==> config.mk <==
export PLATFORM = sky130hd
export DESIGN_NAME = instr_prefetch
export DESIGN_NICKNAME = d
export VERILOG_FILES = /design/src/rtl/instr_prefetch.sv
export SDC_FILE = /design/constraint.sdc
export NUM_CORES = 1
export LEC_CHECK = 0
export CAP_MARGIN = 20
export CORE_MARGIN = 2
export CORE_UTILIZATION = 55
export DETAILED_ROUTE_END_ITERATION = 16
export GPL_ROUTABILITY_DRIVEN = 1
export PLACE_DENSITY = 0.82
export SLEW_MARGIN = 20
export SYNTH_ARGS = -nofsm -noshare
export SYNTH_HDL_FRONTEND = slang
export SYNTH_SLANG_ARGS = --single-unit
==> constraint.sdc <==
create_clock -name clk -period 12.59 [get_ports clk]
set_input_delay 1.8885 -clock clk [delete_from_list [all_inputs] [get_ports clk]]
set_output_delay 1.8885 -clock clk [all_outputs]
set_load 0.005 [all_outputs]
==> src/rtl/instr_prefetch.sv <==
// Instruction prefetch stage: issues sequential word fetches, buffers in-order responses in a
// FIFO and hands them to the core with their PC; redirects flush the buffer and drain stale responses.
module instr_prefetch #(
  parameter int unsigned DEPTH    = 4,
  parameter logic [31:0] RESET_PC = 32'h0000_0000
) (
  input  logic        clk,
  input  logic        reset,
  output logic        mem_req_valid,
  input  logic        mem_req_ready,
  output logic [31:0] mem_req_addr,
  input  logic        mem_rsp_valid,
  input  logic [31:0] mem_rsp_data,
  output logic        instr_valid,
  input  logic        instr_ready,
  output logic [31:0] instr,
  output logic [31:0] instr_pc,
  input  logic        redirect_valid,
  input  logic [31:0] redirect_pc,
  output logic [1:0]  dbg_state
);
  // Handshakes: a transfer happens on a rising edge where valid && ready are both 1. valid never
  // depends on ready; mem_rsp_valid has no ready and must always be absorbed.

  localparam int unsigned AW = $clog2(DEPTH);
  localparam int unsigned CW = AW + 1;
  localparam logic [CW:0] DEPTH_W = (CW + 1)'(DEPTH);

  typedef enum logic [1:0] {
    IDLE  = 2'd0,
    RUN   = 2'd1,
    DRAIN = 2'd2
  } state_t;

  state_t        state;
  logic [31:0]   fetch_addr;
  logic [31:0]   head_pc;
  logic [CW-1:0] count;
  logic [CW-1:0] inflight;
  logic [CW-1:0] discard;
  logic [AW-1:0] wr_ptr;
  logic [AW-1:0] rd_ptr;
  logic [31:0]   fifo_mem [DEPTH];

  logic [CW:0]   occupancy;
  logic          accept;
  logic          push;
  logic          pop;
  logic          rsp_drop;
  logic [CW-1:0] discard_next;
  logic [31:0]   redirect_target;

  // Buffered plus in-flight words never exceed DEPTH, so a response always has a free slot.
  assign occupancy     = {1'b0, count} + {1'b0, inflight};
  assign mem_req_valid = (state == RUN) && !redirect_valid && (occupancy < DEPTH_W);
  assign mem_req_addr  = fetch_addr;
  assign instr_valid   = (count != '0);
  assign instr         = fifo_mem[rd_ptr];
  assign instr_pc      = head_pc;
  assign dbg_state     = state;

  assign accept          = mem_req_valid && mem_req_ready;
  assign rsp_drop        = mem_rsp_valid && (discard != '0);
  assign push            = mem_rsp_valid && (discard == '0) && !redirect_valid;
  assign pop             = instr_valid && instr_ready && !redirect_valid;
  assign discard_next    = inflight - CW'(mem_rsp_valid);
  assign redirect_target = {redirect_pc[31:2], 2'b00};

  always_ff @(posedge clk or posedge reset) begin
    if (reset) begin
      state      <= IDLE;
      fetch_addr <= RESET_PC;
      head_pc    <= RESET_PC;
      count      <= '0;
      inflight   <= '0;
      discard    <= '0;
      wr_ptr     <= '0;
      rd_ptr     <= '0;
      for (int i = 0; i < int'(DEPTH); i++) fifo_mem[i] <= '0;
    end else if (redirect_valid) begin
      // Everything still outstanding after this cycle's response belongs to the old stream.
      count      <= '0;
      wr_ptr     <= '0;
      rd_ptr     <= '0;
      fetch_addr <= redirect_target;
      head_pc    <= redirect_target;
      inflight   <= discard_next;
      discard    <= discard_next;
      state      <= (discard_next == '0) ? RUN : DRAIN;
    end else begin
      if (accept) fetch_addr <= fetch_addr + 32'd4;
      case ({accept, mem_rsp_valid})
        2'b10:   inflight <= inflight + 1'b1;
        2'b01:   inflight <= inflight - 1'b1;
        default: ;
      endcase
      if (rsp_drop) discard <= discard - 1'b1;
      if (push) begin
        fifo_mem[wr_ptr] <= mem_rsp_data;
        wr_ptr           <= wr_ptr + 1'b1;
      end
      if (pop) begin
        rd_ptr  <= rd_ptr + 1'b1;
        head_pc <= head_pc + 32'd4;
      end
      case ({push, pop})
        2'b10:   count <= count + 1'b1;
        2'b01:   count <= count - 1'b1;
        default: ;
      endcase
      case (state)
        IDLE:    state <= RUN;
        DRAIN:   if (rsp_drop && (discard == CW'(1))) state <= RUN;
        default: ;
      endcase
    end
  end

endmodule

### After elaboration in Yosys (flattened, before gate mapping)

Index checks and enable logic that the tools add are counted.

| word-level totals | value |
|---|---|
| input bits | 70 |
| logic and storage cells | 87 |
| flip-flop bits (word level) | 207 |
| output and inout bits | 100 |

| cells by class | value |
|---|---|
| bitwise operators | 3 |
| reduce and logical (&&, ||, !) cells | 25 |
| $lt $le $gt $ge | 4 |
| $add $sub $neg | 11 |
| multiplexer cells | 24 |
| eq/ne operators | 8 |

Operator list:

| kind | count |
|---|---|
| 32-bit 2-to-1 mux | 7 |
| 128-bit bitwise mux | 1 |
| 32-bit by 3-bit adder with 32-bit output (second input constant) | 2 |
| 32-bit binary-select mux with 2-bit select | 1 |
| 32-bit demux with 2-bit select | 1 |
| 3-bit nonzero test | 5 |
| 2-bit 2-to-1 mux | 7 |
| 3-bit 2-to-1 mux | 4 |
| 3-bit one-hot mux with 2 select lines | 2 |
| 1-bit logical AND | 10 |
| 3-bit by 1-bit subtractor with 3-bit output (second input constant) | 3 |
| 2-bit nonzero test | 4 |
| 3-bit by 1-bit adder with 3-bit output (second input constant) | 2 |
| 2-bit by 1-bit equality test with 1-bit output (second input constant) | 3 |
| 2-bit equality test (second input constant) | 3 |
| 3-bit >= comparator (second input constant) | 2 |
| 3-bit logical NOT | 2 |
| 2-bit inverter with 3-bit output | 2 |
| 2-bit by 1-bit adder with 2-bit output (second input constant) | 2 |
| 3-bit by 3-bit adder with 4-bit output | 1 |
| 4-bit by 3-bit less-than comparator with 1-bit output (second input constant) | 1 |
| 2-bit one-hot mux with 2 select lines | 1 |
| 2-bit AND reduction | 2 |
| 3-bit by 1-bit equality test with 1-bit output (second input constant) | 1 |
| 6 further kinds | 6 |

### Longest topological paths before layout

Gate-level depths: netlist of run 1.

| logic depth | value |
|---|---|
| depth in word-level cells | 7 |
| mapped depth | 9 |
| gate-level depth less buffers | 9 |

### Worst setup path after synthesis of run 1

No wires, ideal clock.

| timing path | value |
|---|---|
| path type | input to output |
| start | input port redirect_valid |
| end | output port mem_req_valid |
| path slack | 8.205 ns |
| arrival | 2.497 ns |
| stages | 3 |
| data required time | 10.701 ns |
| path buffers | 1 |
| cells stage by stage | buf_6 -> nor4b_4 -> and3_1 |

| between the ends | value |
|---|---|
| cells in the longest elaborated chain, start to end | 3 |

RTL lines:

| what | RTL line | source |
|---|---|---|
| start, declared | 18 | `input logic redirect_valid,` |
| 1-bit logical NOT | 55 | `assign mem_req_valid = (state == RUN) && !redirect_valid && (occupancy < DEPTH_W);` |
| 1-bit logical AND (2 in a row) | 55 |  |
| end, declared | 9 | `output logic mem_req_valid,` |

No other way between the ends.

### Final worst setup path of run 1

Same ends and word-level chain as after synthesis.

==> reports/results.txt, run 1 <==
TritonCTS built the clock tree. In the routed design, unresolved DRC markers number 0. The clock period could shrink to 5.31 ns. The clock net in this run drives a total of 203 sinks. The synthesis-stage register bit count works out to 203. The cell area that synthesis handed to floorplanning was 9880 um^2.

The count of buffers added on input and output ports is 163. The flip-flop cell with the highest count after synthesis was dfrtp_1. The number of CTS-inserted buffers was 23. Along the worst path, the maximum fanout reaches 72. Of the post-synthesis cell area, the dominant cell type holds 51.4%. Setup violations remaining at the end of the flow were counted as 0. The floorplan has 49 rows. The setup slack of the critical path after layout is 7.28 ns. The detail route stage leaves a number of antenna-violating nets equal to 0.

The die covers 19100 um^2. In this run the vertical extent of the chip is 138 um. The post-synthesis share of cell area spent on and, or, nand and nor gates was 10.5%; the maximum VDD drop was 0.140 mV. Headroom to the max-slew limit came out at 23.8%.

STA classifies the critical path startpoint as an input pin. Once the clock tree was built, the setup fixing pass inserted 0 buffers. Post-synthesis async set-or-reset flop share: 100%. After layout, the worst path uses 42.2% of the clock period. CTS placed an instance of clkbuf_16 at the clock tree root.

Measured along the x axis, the die boundary spans 138 um. For this configuration, the core starts out at a cell density of 55.6%. The layout has 1255 filler cells. For the final database, setup skew stands at 0.0110 ns.

The number of pins with negative max-slew slack in the final report came out at 0. The post-detailed-route via-to-cell ratio is 5.97. The analysis attributes to cell leakage a power of 5.40 nW.

For the data arrival time of the worst path, the log shows 3.43 ns. Synthesis handed over a netlist of 784 instances. dfrtp_1 takes more of the synthesized area than any other cell. After detailed routing, the average wire length per cell comes to 19.4 um. The run finished with clean final reports. After global routing the overflow that remains totals 0. The transition time at the pin with the least slew margin is 1.13 ns, and the arithmetic-cell share of the synthesized area counting full adders, half adders and majority gates is 2.05%. Clock network latency to the later pin of the worst-skew pair: 0.50 ns. STA puts the critical path data required time at 10.70 ns. After the first detailed-routing iteration, the DRC count stood at 434. The worst setup slack after placement was 7.27 ns; the weighted congestion reported at the end of routability-driven placement was 0.808. The area added between synthesis and finish works out to 26.2%. The floorplan step defined a core boundary enclosing 17800 um^2. The number of I/O pins came out at 170. The run gives 50 as the count of cell types in the netlist. Derived from the worst setup path, the maximum achievable clock frequency is 0.188 GHz.

In the synthesized netlist, mux cells make up 23.4% of the area. The wire length of the first global-routing pass was 38200 um. In the post-synthesis netlist, the biggest area contributors are dfrtp_1, mux2_2, mux4_2, xor2_1, nand2_1. The overall fraction of global-route tracks in use came out at 24.4%.

The post-route netlist has 24.2% of its cells at a drive strength greater than 1. The power density relative to cell area is 179 nW/um^2. Total power for the finished layout comes to 2.24 mW. The tools report the number of H-tree levels as 1.

At the end of the flow, the number of nets in the layout was 1026. The run gives 0 as the initial antenna violation count. The run gives 0 as the synthesis warning total. In the final layout, the multi-input gates occupy 4530 um^2.

Post-synthesis xor/xnor area fraction: 3.99%. Dominant combinational cell family by area after synthesis: multiplexers. The final-report hold violation count came out at 0. The synthesized netlist devotes 5.75% of its cell area to compound gates. The pre-antenna-repair detailed-routing pass consisted of 5 iterations. After synthesis, flip-flops and latches occupy 51.4% of the total area.

0 antenna diodes ended up in the layout. The clock-pin slew on the worst setup and hold paths was 0.06 ns; the via count of the first global-routing pass was 7279. Walking the worst path, the cells encountered are buf_2, buf_4, nor4b_4, and3_1, clkdlybuf4s50_1.

The post-synthesis average cell area is 12.6 um^2, and the number of maximum-capacitance violations is 0. Counting flops with a built-in enable in the synthesized netlist gives 0. In this run, post-CTS hold repair placed 0 buffers.

The cell with the biggest individual delay on the critical path is clkdlybuf4s50_1. The largest net degree at the start of global routing is 139, and the total half-perimeter wirelength after legalization and detailed placement is 14900 um. The critical path is of the in2out type.

Setup repair after global routing left no endpoint under its margin. Gates resized during post-CTS repair numbered 0. The worst setup path is captured at an output pin. Across all register-to-register paths, the minimum setup slack is 9.50 ns. The tightest min-delay check is of the reg2reg type.

The clock passes through at most 3 buffers. Adding up every negative setup slack in the final design gives 0 ns. For the total wire length after detailed routing, the log shows 23000 um. On the worst path, the slowest cell contributes a delay of 0.50 ns. The total area of sequential cells is 5080 um^2. For this block, the via count after detailed routing is 7079.
==> cells by family after synthesis <==
kind of cell / Yosys count
other: 1
multiplexers: 174
AND/OR/NAND/NOR: 197
adder cells (fa/ha/maj): 15
AO/OA/AOI/OAI: 92
buffers and inverters: 57
XOR/XNOR: 45
flip-flops: 203
==> state kept, by name, indices dropped and copies added, names as in the netlist <==
signal / cells
count: 3
wr_ptr: 2
mem_req_addr: 30
discard: 3
instr_pc: 30
fifo_mem: 128
inflight: 3
dbg_state: 2
rd_ptr: 2
==> final timing paths <==
| check | start | depth (start not counted) | end |
|---|---|---|---|
| worst max-delay path | redirect_valid | 5 | mem_req_valid |
| worst min-delay path | fifo_mem[63]$_DFFE_PP0P_ | 1 | fifo_mem[63]$_DFFE_PP0P_ |
| worst max register to register | count[1]$_DFFE_PP0P_ | 7 | inflight[1]$_DFFE_PP0P_ |
| worst min register to register | fifo_mem[63]$_DFFE_PP0P_ | 1 | fifo_mem[63]$_DFFE_PP0P_ |
| max in group asynchronous | reset | 3 | fifo_mem[23]$_DFFE_PP0P_ |
| min in group asynchronous | reset | 2 | dbg_state[1]$_DFFE_PP0P_ |
==> cells in the final DEF (no fill, tap or decap), types with 5 or more instances in the layout <==
| master | synthesis | final |
|---|---|---|
| dfrtp_1 | 203 | 202 |
| clkdlybuf4s50_1 | 0 | 162 |
| mux2_2 | 137 | 137 |
| nand2_1 | 58 | 58 |
| o21ai_0 | 43 | 43 |
| nand3_1 | 35 | 35 |
| mux4_2 | 32 | 32 |
| nor2_1 | 30 | 30 |
| xor2_1 | 30 | 30 |
| clkbuf_16 | 0 | 23 |
| nand4_1 | 20 | 20 |
| xnor2_1 | 15 | 15 |
| ha_1 | 13 | 13 |
| inv_1 | 12 | 11 |
| buf_4 | 6 | 11 |
| o311ai_0 | 10 | 10 |
| o211ai_1 | 10 | 10 |
| a21oi_1 | 10 | 10 |
| and3_1 | 7 | 7 |
| nand2b_1 | 7 | 7 |
| clkbuf_8 | 0 | 7 |
| and4_1 | 6 | 6 |
| a31oi_1 | 6 | 6 |
| nor3_1 | 6 | 6 |
| mux2i_1 | 5 | 5 |
==> where the power goes <==
group          switching (mW)  internal (mW)
Combinational           0.248          0.413
Clock                   0.261          0.438
Sequential             0.0951          0.783
Total                   0.604           1.63
==> final cells by class <==
type / instances / area share [%]
Clock inverter: 9 / 1.04
Multi-Input combinational cell: 527 / 36.4
Tap cell: 229 / 2.30
Clock buffer: 32 / 5.45
Inverter: 12 / 0.421
Sequential cell: 203 / 40.7
Timing Repair Buffer: 174 / 13.7
==> worst max-delay path: cells and delay by family <==
family                 cells  cell delay, ns
buffers and inverters      3            0.92
AND/OR/NAND/NOR            2            0.59
==> cells in the mapped netlist, drive strengths merged (2+ instances only) <==
cell type	count
or3	4
o31a	2
nand3	35
a41oi	2
and4	6
and2	4
inv	12
nor4	6
or2	2
mux2	137
o311ai	10
mux2i	5
nand3b	2
buf	32
o21ai	44
nand2	59
ha	13
xnor2	15
clkbuf	13
dfrtp	203
and3	7
nand2b	7
nor3	8
or4	2
fa	2
mux4	32
a21oi	10
o211ai	10
a31oi	6
a21boi	4
xor2	30
nand4	22
nor2	30
==> stage by stage <==
step                      cell area [um^2]  instances  hold WS (ns)  utilization, %
after floorplan                       9890        787         0.474               -
after global placement               11700       1145         0.482            65.6
after detailed placement             11700       1145         0.488            65.6
after CTS                            12500       1186         0.502            70.2
after global routing                 12500       1186         0.508            70.2
final                                12500       1186         0.499            70.2
==> routing by layer <==
metal / vias to the layer above / GRT usage (%) / share of wire [%]
li1: 3195 / - / -
met1: 3535 / 34.1 / 42
met2: 304 / 39.1 / 48
met3: 45 / 4.61 / 7.1
met4: 0 / 7.68 / 2.3
met5: - / 0 / 0
(Power assumes the default switching activity.)
==> inputs of run 2 (changes only) <==
Settings changed: CORE_UTILIZATION 55 to 53, PLACE_DENSITY 0.82 to 0.79.
Clock period 12.59 ns to 5.1 ns, I/O delays scaled along.
==> reports/results.txt, run 2 (synthesized netlist as in run 1, its figures left out) <==
The via count of the routed design was 6896 (-2.6%). The setup-violating endpoint count in the final report is 0 (unchanged). Among cell families on the critical path, the largest total delay comes from flip-flops. The worst path uses 69.7% of the clock period. For the sum of met2 wire segment lengths after detailed routing, the log shows 11100 um (about the same). The run gives 12400 um^2 (-0.62%) as the post-route cell area.

The logs give 5 (unchanged) for the length of the first detailed-routing pass in iterations and 1.81 ns (-5.45 ns) for the worst setup slack after placement. The maximum clock skew at final layout came out at 0.00577 ns (-0.00524 ns). The critical path in this run is classified as reg2out. The tools report the weighted congestion reported at the end of routability-driven placement as 0.870 (+7.6%).

The critical path goes through buf_4, mux4_2, clkdlybuf4s50_1. The clock network latency to the later pin of the worst-skew pair was 0.49 ns (about the same). TritonCTS built the clock tree. The post-route setup TNS was 0 ns (unchanged).

The residual antenna-violating net count after detailed routing was 0 (unchanged). The run finished with clean final reports. In the layout the commonest cells are dfrtp_1, clkdlybuf4s50_1, mux2_2. The maximum VDD drop was 0.227 mV (+62%). Routed signal wires occupy layers up through met4. The tree is rooted in a clkbuf_16. The tools report the setup fix buffers added after clock tree synthesis as 0 (unchanged). The logs give 0 (unchanged) for the number of cells upsized or downsized after cts and 0 (unchanged) for the number of maximum-capacitance violations. Final cell utilization of the core: 68.3% (-1.8 points). Worst-path maximum fanout: 25 (-65%). The clock-pin slew on the worst setup and hold paths works out to 0.06 ns (about the same). The most common cell after layout, fill and taps aside was dfrtp_1.

Type of the most critical hold path: reg2reg. The total met3 wirelength after detailed routing was 1710 um (+5.0%); the total chip power was 5.37 mW (+140%). The tools report the total wire length after detailed routing as 22800 um (-0.86%). The initial detailed-routing violation count was 299 (-31%); the worst stage delay on the critical path was 0.92 ns (+0.42 ns). The area added between synthesis and finish was 25.5%; the combined buffer and inverter count along the critical path was 2 (-1). The number of port buffers is 163 (unchanged).

The worst setup path is launched from a flip-flop. Initial antenna violation count: 0 (unchanged). The run gives 4.34 ns (-6.36 ns) as the critical path data required time. The floorplan die area was 19800 um^2 (+3.7%); the number of H-tree levels was 1 (unchanged). Number of I/O pins: 170 (unchanged). The worst hold path cell count was 1 (unchanged); the hold buffer count at cts was 0 (unchanged). The nature of the critical path endpoint is an output pin. The power density relative to cell area is 433 nW/um^2 (+140%), and the depth of the worst register-to-register path is 7 (unchanged). The startpoint of the worst-slack reg-to-reg timing path was count[1]$_DFFE_PP0P_.

The worst path needs 3.55 ns of the cycle, external delays included. The minimum setup slack among reg-to-reg paths came out at 2.42 ns (-7.08 ns). The overall fraction of global-route tracks in use was 23.4% (-0.93 points); the number of sinks on the clock net was 203 (unchanged). The tools report the cell leakage power as 5.36 nW (-0.73%). For the relative slew slack, the log shows 31.8% (+8.0 points). The run gives 0 (unchanged) as the number of antenna diodes. Global-route congestion overflow total: 0 (unchanged). The transition time at the pin with the least slew margin is 1.02 ns (-0.110 ns).

The tools report the number of cells in the design after placement as 1144 (-0.087%). The met1 wire length is 9630 um (-1.0%). The worst hold path begins at fifo_mem[36]$_DFFE_PP0P_.

The die boundary height came out at 141 um (+1.8%). The final-report hold violation count was 0 (unchanged); the floorplan die width was 141 um (+1.8%). The number of CTS-inserted buffers came out at 22 (-4.3%).

The post-detailed-route via-to-cell ratio was 5.82 (-2.4%); the maximum clock frequency was 0.281 GHz. The number of non-filler instances in the completed layout is 1184 (-0.17%), and the initial cell density of the core is 54.4% (-1.1 points). The worst hold endpoint is fifo_mem[36]$_DFFE_PP0P_. The ratio of cells with drive above 1 in the final layout was 23.9% (-0.37 points). The largest net degree at the start of global routing was 149 (+7.2%); the cell area after placement was 11700 um^2 (about the same). The average wire per cell in the routed design works out to 19.3 um (-0.70%). Setup repair after global routing left no endpoint under its margin. Maximum clock path buffer count: 3 (unchanged). The total half-perimeter wirelength after legalization and detailed placement was 14800 um (-0.39%). The tools report the tightest hold margin as 0.497 ns (-0.00145 ns). The number of flip-flops in the largest register was 128 (unchanged); the wire length of the first global-routing pass was 37500 um (-1.9%). The number of pins with negative max-slew slack in the final report came out at 0 (unchanged). The tools report the endpoint of the worst register-to-register path as mem_req_addr[13]$_DFFE_PP0N_. The via count of the first global-routing pass was 7214 (-0.89%); the area of the placeable core was 18100 um^2 (+2.1%). The final net count was 1024 (-0.19%).

The tools report the data arrival time of the worst path as 2.79 ns (-0.64 ns). The tools report the setup slack of the critical path after layout as 1.55 ns (-5.73 ns). The register with the most flip-flops was fifo_mem. Remaining design rule violation count: 0 (unchanged). The slowest stage of the critical path is the dfrtp_2 cell. The number of standard-cell rows in the floorplan came out at 49 (unchanged).
## run 2: how the worst max path moves through the flow
stage	start	end	slack (ns)	cells past startpoint
after detailed placement	mem_rsp_valid	fifo_mem[31]$_DFFE_PP0P_	1.81	6
after global routing	rd_ptr[1]$_DFFE_PP0N_	instr[14]	1.42	3
final	rd_ptr[1]$_DFFE_PP0N_	instr[14]	1.55	3
after floorplan	reset	count[0]$_DFFE_PP0P_	1.70	1
after CTS	rd_ptr[1]$_DFFE_PP0N_	instr[14]	1.46	3
after global placement	mem_rsp_valid	fifo_mem[27]$_DFFE_PP0P_	1.87	6
## run 2: area by class of cell
cell class	instances	area, um^2
timing repair buffer	173	1710
clock buffer	32	649
inverter	12	48.8
multi-input combinational	527	4540
sequential	203	5080
tap	229	287
clock inverter	8	71.3
fill	1354	5750
## run 2: metal layers
metal | track usage (%) | up-vias
met5 | 0 | -
met4 | 5.26 | 0
met3 | 4.79 | 30
met2 | 39.8 | 259
met1 | 31.5 | 3430
li1 | - | 3177
## run 2: where the power goes
part           internal [mW]  leakage, nW  total [mW]  switching, mW
combinational           1.02         2.38        1.56          0.545
clock                  0.938        0.362        1.57          0.634
sequential              1.93         2.62        2.23          0.300
total                   3.89         5.36        5.37           1.48
